===== src/rtl/stopwatch_disp_src.sv =====
// Up/down MM.SS.hh stopwatch (10 ms resolution) producing data/dp/sign/seg_en
// for the downstream 6-digit seg/595 display driver.
//
// state | meaning
// IDLE  | cleared or reloaded, waiting for key_run
// RUN   | counting on every 10 ms tick
// PAUSE | value frozen, display blinking
// SAT   | up count reached 99:59.99, value held until key_clr

module stopwatch_disp_src #(
    parameter logic [19:0] CNT_TICK_MAX = 20'd499_999,
    parameter logic [6:0]  PRESET_MM    = 7'd1,
    parameter logic [5:0]  PRESET_SS    = 6'd0,
    parameter logic [6:0]  BLINK_TICKS  = 7'd50
) (
    input  logic        sys_clk,
    input  logic        sys_rst,
    input  logic        key_run,
    input  logic        key_clr,
    input  logic        mode,
    output logic [19:0] data,
    output logic [5:0]  dp,
    output logic        sign,
    output logic        seg_en,
    output logic        running
);

    typedef enum logic [1:0] {
        IDLE  = 2'd0,
        RUN   = 2'd1,
        PAUSE = 2'd2,
        SAT   = 2'd3
    } state_t;

    state_t      state_q, state_d;
    logic [19:0] tick_cnt_q, tick_cnt_d;
    logic        dir_q, dir_d;
    logic        neg_q, neg_d;
    logic [6:0]  hh_q, hh_d;
    logic [5:0]  ss_q, ss_d;
    logic [6:0]  mm_q, mm_d;
    logic [6:0]  blink_cnt_q, blink_cnt_d;
    logic        blink_on_q, blink_on_d;
    logic [19:0] data_q, data_d;
    logic [5:0]  dp_q, dp_d;
    logic        sign_q, sign_d;
    logic        seg_en_q, seg_en_d;
    logic        running_q, running_d;

    logic tick;
    logic step_up;
    logic at_max;
    logic at_zero;

    // x*100 = x*64 + x*32 + x*4
    function automatic logic [19:0] mul100(input logic [19:0] x);
        return (x << 6) + (x << 5) + (x << 2);
    endfunction

    assign tick    = (tick_cnt_q == CNT_TICK_MAX);
    assign step_up = !dir_q || neg_q;
    assign at_max  = (mm_q == 7'd99) && (ss_q == 6'd59) && (hh_q == 7'd99);
    assign at_zero = (mm_q == 7'd0) && (ss_q == 6'd0) && (hh_q == 7'd0);

    always_ff @(posedge sys_clk) begin
        if (sys_rst) begin
            state_q     <= IDLE;
            tick_cnt_q  <= '0;
            dir_q       <= 1'b0;
            neg_q       <= 1'b0;
            hh_q        <= '0;
            ss_q        <= '0;
            mm_q        <= '0;
            blink_cnt_q <= '0;
            blink_on_q  <= 1'b0;
            data_q      <= '0;
            dp_q        <= '0;
            sign_q      <= 1'b0;
            seg_en_q    <= 1'b0;
            running_q   <= 1'b0;
        end else begin
            state_q     <= state_d;
            tick_cnt_q  <= tick_cnt_d;
            dir_q       <= dir_d;
            neg_q       <= neg_d;
            hh_q        <= hh_d;
            ss_q        <= ss_d;
            mm_q        <= mm_d;
            blink_cnt_q <= blink_cnt_d;
            blink_on_q  <= blink_on_d;
            data_q      <= data_d;
            dp_q        <= dp_d;
            sign_q      <= sign_d;
            seg_en_q    <= seg_en_d;
            running_q   <= running_d;
        end
    end

    // Clear beats every other event; saturation beats a coincident key_run.
    always_comb begin
        state_d = state_q;
        if (key_clr) begin
            state_d = IDLE;
        end else begin
            case (state_q)
                IDLE:    if (key_run) state_d = RUN;
                RUN: begin
                    if (tick && step_up && at_max) state_d = SAT;
                    else if (key_run)              state_d = PAUSE;
                end
                PAUSE:   if (key_run) state_d = RUN;
                SAT:     state_d = SAT;
                default: state_d = IDLE;
            endcase
        end
    end

    always_comb begin
        tick_cnt_d  = tick ? 20'd0 : tick_cnt_q + 20'd1;
        dir_d       = dir_q;
        neg_d       = neg_q;
        hh_d        = hh_q;
        ss_d        = ss_q;
        mm_d        = mm_q;
        blink_cnt_d = blink_cnt_q;
        blink_on_d  = blink_on_q;

        if (key_clr || (state_q == IDLE && key_run)) begin
            tick_cnt_d = '0;
        end

        if (key_clr) begin
            dir_d = mode;
            neg_d = 1'b0;
            hh_d  = '0;
            ss_d  = mode ? PRESET_SS : 6'd0;
            mm_d  = mode ? PRESET_MM : 7'd0;
        end else if (state_q == RUN && tick) begin
            if (step_up) begin
                if (!at_max) begin
                    if (hh_q == 7'd99) begin
                        hh_d = '0;
                        if (ss_q == 6'd59) begin
                            ss_d = '0;
                            mm_d = mm_q + 7'd1;
                        end else begin
                            ss_d = ss_q + 6'd1;
                        end
                    end else begin
                        hh_d = hh_q + 7'd1;
                    end
                end
            end else if (at_zero) begin
                // Zero crossing in count-down: flip to overtime and count up.
                neg_d = 1'b1;
                hh_d  = 7'd1;
            end else begin
                if (hh_q == 7'd0) begin
                    hh_d = 7'd99;
                    if (ss_q == 6'd0) begin
                        ss_d = 6'd59;
                        mm_d = mm_q - 7'd1;
                    end else begin
                        ss_d = ss_q - 6'd1;
                    end
                end else begin
                    hh_d = hh_q - 7'd1;
                end
            end
        end

        if (state_q != PAUSE) begin
            blink_cnt_d = '0;
            blink_on_d  = 1'b1;
        end else if (tick) begin
            if (blink_cnt_q == BLINK_TICKS - 7'd1) begin
                blink_cnt_d = '0;
                blink_on_d  = !blink_on_q;
            end else begin
                blink_cnt_d = blink_cnt_q + 7'd1;
            end
        end
    end

    always_comb begin
        data_d    = mul100(mul100({13'd0, mm_q}) + {14'd0, ss_q}) + {13'd0, hh_q};
        dp_d      = 6'b010100;
        sign_d    = neg_q;
        seg_en_d  = (state_d == PAUSE) ? blink_on_d : 1'b1;
        running_d = (state_d == RUN);
    end

    assign data    = data_q;
    assign dp      = dp_q;
    assign sign    = sign_q;
    assign seg_en  = seg_en_q;
    assign running = running_q;

endmodule


===== config.mk =====
export PLATFORM = sky130hd
export DESIGN_NAME = stopwatch_disp_src
export DESIGN_NICKNAME = d
export VERILOG_FILES = /design/src/rtl/stopwatch_disp_src.sv
export SDC_FILE = /design/constraint.sdc
export NUM_CORES = 1
export LEC_CHECK = 0
export CAP_MARGIN = 20
export CORE_ASPECT_RATIO = 0.75
export CORE_MARGIN = 2
export CORE_UTILIZATION = 61
export DETAILED_ROUTE_END_ITERATION = 8
export GPL_TIMING_DRIVEN = 0
export PLACE_DENSITY_LB_ADDON = 0.1
export SETUP_SLACK_MARGIN = 0.2
export SLEW_MARGIN = 5
export SYNTH_ARGS = -nofsm -noshare
export SYNTH_HDL_FRONTEND = slang
export SYNTH_SLANG_ARGS = --single-unit

===== constraint.sdc =====
create_clock -name sys_clk -period 5.76 [get_ports sys_clk]
set_input_delay 1.152 -clock sys_clk [delete_from_list [all_inputs] [get_ports sys_clk]]
set_output_delay 1.152 -clock sys_clk [all_outputs]
set_load 0.02 [all_outputs]

==> results.json <==
{
  "average_wire_per_standard_cell_microns": 15.07,
  "synth_seq_cells": 76,
  "ff_latch_area_sq_um": 1523,
  "drtPass1Iterations": 5,
  "post_synth_mux_area_share_pct": 0.8373,
  "effective_utilization_at_floorplan_pct": 61.89,
  "tritoncts": "done",
  "synth_warnings": 0,
  "timing.final.crit_share_pct": 89.52,
  "holdWs_ns": 0.4630,
  "place_worst_setup_slack_ns": 0.1280,
  "ios": 34,
  "holdCritStartpoint": "tick_cnt_q[0]",
  "number_of_global_route_vias_before_repair": 4484,
  "setup_slack_ns": 0.6034,
  "gp_congestion": 0.9438,
  "synth_flop_cell": "sky130_fd_sc_hd__dfxtp_1",
  "grt_antenna_before_repair": 0,
  "timing.critical_path.to_type": "flop",
  "synthSimpleGateAreaFrac_pct": 19.26,
  "worst_r2r_startpoint": "ss_q[5]",
  "yosys.area_share.adder_pct": 22.40,
  "globalRouteTotalUtil_pct": 26.08,
  "core_region_area_sq_um": 8934,
  "worst-endpoint-required_ns": 5.99,
  "dieArea_sq_um": 9850,
  "util_after_layout_pct": 70.43,
  "path_max_fanout": 8,
  "relSlewSlack_pct": 49.72,
  "report.final.setup_viol": 0,
  "cts-root-to-sink-buffers": 2,
  "pin_count_of_the_biggest_net_entering_global_routing": 16,
  "setup.worst_path.start_class": "flop",
  "async_flop_share_pct": 0,
  "synth_area_per_cell_sq_um": 8.626,
  "fillers": 732,
  "worst_pin_slew_ns": 0.7542,
  "synthXorXnorAreaFrac_pct": 9.029,
  "skew_ns": 0.009303,
  "chipHeight_microns": 86.45,
  "status": "complete, no violations",
  "synth-edff-count": 0,
  "area.growth.synth_to_final_pct": 13.80,
  "worstSetupPathType": "flop to flop",
  "detailroute.via_count": 4599,
  "globalRouteOverflowTotal": 0,
  "fin_nets": 780,
  "setup_tns_ns": 0,
  "clock-root-buffer": "sky130_fd_sc_hd__clkbuf_16",
  "peakVddDrop_uv": 197.2,
  "power_density_nw_per_um2": 190.4,
  "global_route_wire_length_before_repair_microns": 20700,
  "routed_wirelength_microns": 12070,
  "mostFrequentLayoutCells": "sky130_fd_sc_hd__ha_1, sky130_fd_sc_hd__dfxtp_1, sky130_fd_sc_hd__nor2_1",
  "critical_path_origin": "ss_q[5]",
  "rsz0062_at_grt": "no",
  "die-width_microns": 113.9,
  "static-leakage-power_nw": 2.798,
  "achievable-frequency_ghz": 0.1939,
  "power_mw": 1.198,
  "worst_hold_path_type": "flop to flop",
  "drt_drc_violations_left": 0,
  "multi_input_comb_area_sq_um": 3732,
  "place.port_buffers": 28,
  "synth_top_family_by_area": "adder cells",
  "place.detailed.hpwl_microns": 9290,
  "synthesized_area_fraction_occupied_by_ao_oa_aoi_and_oai_cells_pct": 15.46,
  "worst_ep_arrival_time_ns": 5.38,
  "ys_seq_area_share_pct": 27.52,
  "dr_vias_cell": 5.742,
  "fin_crit_ns": 5.157,
  "number_of_rows_created_at_floorplan": 30,
  "synth_area_sq_um": 5529,
  "maxCapViolations": 0,
  "ratio_of_cells_with_drive_above_1_in_the_final_layout_pct": 6.241,
  "insertedDiodeCount": 0,
  "dr.first_iter.drc_count": 338,
  "clkLatencyLatePin_ns": 0.34,
  "hold_violations": 0,
  "cts_max_level": 3,
  "number_of_nets_with_antenna_violations_after_routing": 0,
  "cts_made_buffers": 9,
  "cts.clk_slew.worst_paths_ns": 0.06,
  "timing.final.max_slew_violations": 0,
  "clock_sinks": 76,
  "post_synth_num_cell_types": 66,
  "synth_cells": 641
}
## state kept, by name (all words and copies together), names as in the netlist
signal / count
running: 1
hh_q: 7
blink_cnt_q: 7
neg_q: 1
blink_on_q: 1
dir_q: 1
tick_cnt_q: 20
data: 20
dp: 1
ss_q: 6
state_q: 2
mm_q: 7
sign: 1
seg_en: 1
## cell type report
type                    instances  share of cell area [%]
inverters                      38                   2.267
repair buffers                 30                   4.693
well taps                     112                   2.227
clock buffers                  11                   4.017
multi-input cells             504                   59.32
flip-flops and latches         76                   24.20
plain buffers                  26                   2.505
clock inverters                 4                  0.7755
## synth_stat cells, types with 4 or more instances
cell type / count / area share [%]
sky130_fd_sc_hd__o211ai_1: 5 / 0.68
sky130_fd_sc_hd__or3_1: 9 / 1.0
sky130_fd_sc_hd__a31oi_1: 5 / 0.57
sky130_fd_sc_hd__nand3_1: 20 / 1.8
sky130_fd_sc_hd__a211oi_1: 4 / 0.54
sky130_fd_sc_hd__nor2b_1: 10 / 1.1
sky130_fd_sc_hd__clkbuf_1: 11 / 0.75
sky130_fd_sc_hd__a21o_1: 11 / 1.5
sky130_fd_sc_hd__o21a_1: 4 / 0.54
sky130_fd_sc_hd__fa_1: 15 / 5.4
sky130_fd_sc_hd__and3_1: 6 / 0.68
sky130_fd_sc_hd__nand2b_1: 7 / 0.79
sky130_fd_sc_hd__xor2_1: 26 / 4.1
sky130_fd_sc_hd__and4_1: 4 / 0.63
sky130_fd_sc_hd__dfxtp_1: 76 / 28
sky130_fd_sc_hd__o21ai_0: 27 / 2.4
sky130_fd_sc_hd__nand4_1: 8 / 0.91
sky130_fd_sc_hd__buf_4: 7 / 0.95
sky130_fd_sc_hd__and2_1: 6 / 0.68
sky130_fd_sc_hd__buf_6: 4 / 0.81
sky130_fd_sc_hd__ha_1: 75 / 17
sky130_fd_sc_hd__xnor2_1: 31 / 4.9
sky130_fd_sc_hd__nand2_1: 39 / 2.6
sky130_fd_sc_hd__nor3_1: 19 / 1.7
sky130_fd_sc_hd__nor2_1: 70 / 4.8
sky130_fd_sc_hd__inv_1: 38 / 2.6
sky130_fd_sc_hd__a21oi_1: 47 / 4.3
## worst paths after layout
path | endpoint | slack, ns | depth (start not counted)
worst max register to register | data[19] | 0.60 | 18
worst max-delay path | data[19] | 0.60 | 18
worst min-delay path | tick_cnt_q[0] | 0.46 | 1
worst min register to register | tick_cnt_q[0] | 0.46 | 1
## stage by stage
step                area (sq um)  cells
global route                6292    801
global placement            5961    784
CTS                         6270    799
finish                      6292    801
floorplan                   5540    644
detailed placement          5961    784
## report_power, final
group | internal [mW] | leakage, nW | total (mW) | switching (mW)
Combinational | 0.0358 | 2.03 | 0.0928 | 0.0570
Clock | 0.356 | 0.151 | 0.569 | 0.214
Sequential | 0.533 | 0.615 | 0.536 | 0.00368
## timing repair
item | in CTS | in global routing
hold buffers | 0 | 0
pin swaps | 0 | 1
setup endpoints to repair | 1 | 3
gates resized for setup | 1 | 3
buffers inserted | 0 | 2
## cells by family after synthesis
| logic type | count (synthesis) |
|---|---|
| other | 1 |
| AND/OR/NAND/NOR | 213 |
| AO/OA/AOI/OAI | 136 |
| buffers and inverters | 64 |
| flip-flops | 76 |
| XOR/XNOR | 57 |
| adder cells (fa/ha/maj) | 90 |
| multiplexers | 4 |
## layer usage
metal | part of all wire (%) | global-route usage [%] | up-vias | wire [microns]
met2 | 47 | 43.83 | 129 | 5643
met3 | 4.9 | 4.126 | 16 | 586
met5 | 0 | 0 | - | 0
met1 | 47 | 34.99 | 2118 | 5654
met4 | 1.5 | 7.650 | 0 | 183
li1 | - | - | 2336 | -
## worst max-delay path, stage by stage (launching register included)
cell and delay (ns):
sky130_fd_sc_hd__dfxtp_1 0.49, sky130_fd_sc_hd__inv_1 0.11, sky130_fd_sc_hd__fa_1 0.55, sky130_fd_sc_hd__inv_1 0.04, sky130_fd_sc_hd__ha_1 0.33, sky130_fd_sc_hd__inv_1 0.09
sky130_fd_sc_hd__o21ai_0 0.14, sky130_fd_sc_hd__a2111oi_2 0.38, sky130_fd_sc_hd__nor2_1 0.14, sky130_fd_sc_hd__xnor2_2 0.26, sky130_fd_sc_hd__fa_1 0.43, sky130_fd_sc_hd__ha_1 0.32
sky130_fd_sc_hd__ha_1 0.36, sky130_fd_sc_hd__a21oi_1 0.27, sky130_fd_sc_hd__o21ai_0 0.18, sky130_fd_sc_hd__a31oi_1 0.24, sky130_fd_sc_hd__o21ai_1 0.15, sky130_fd_sc_hd__o31a_1 0.27
sky130_fd_sc_hd__mux2_1 0.30
Note: power is estimated with default switching activity, not from simulation.
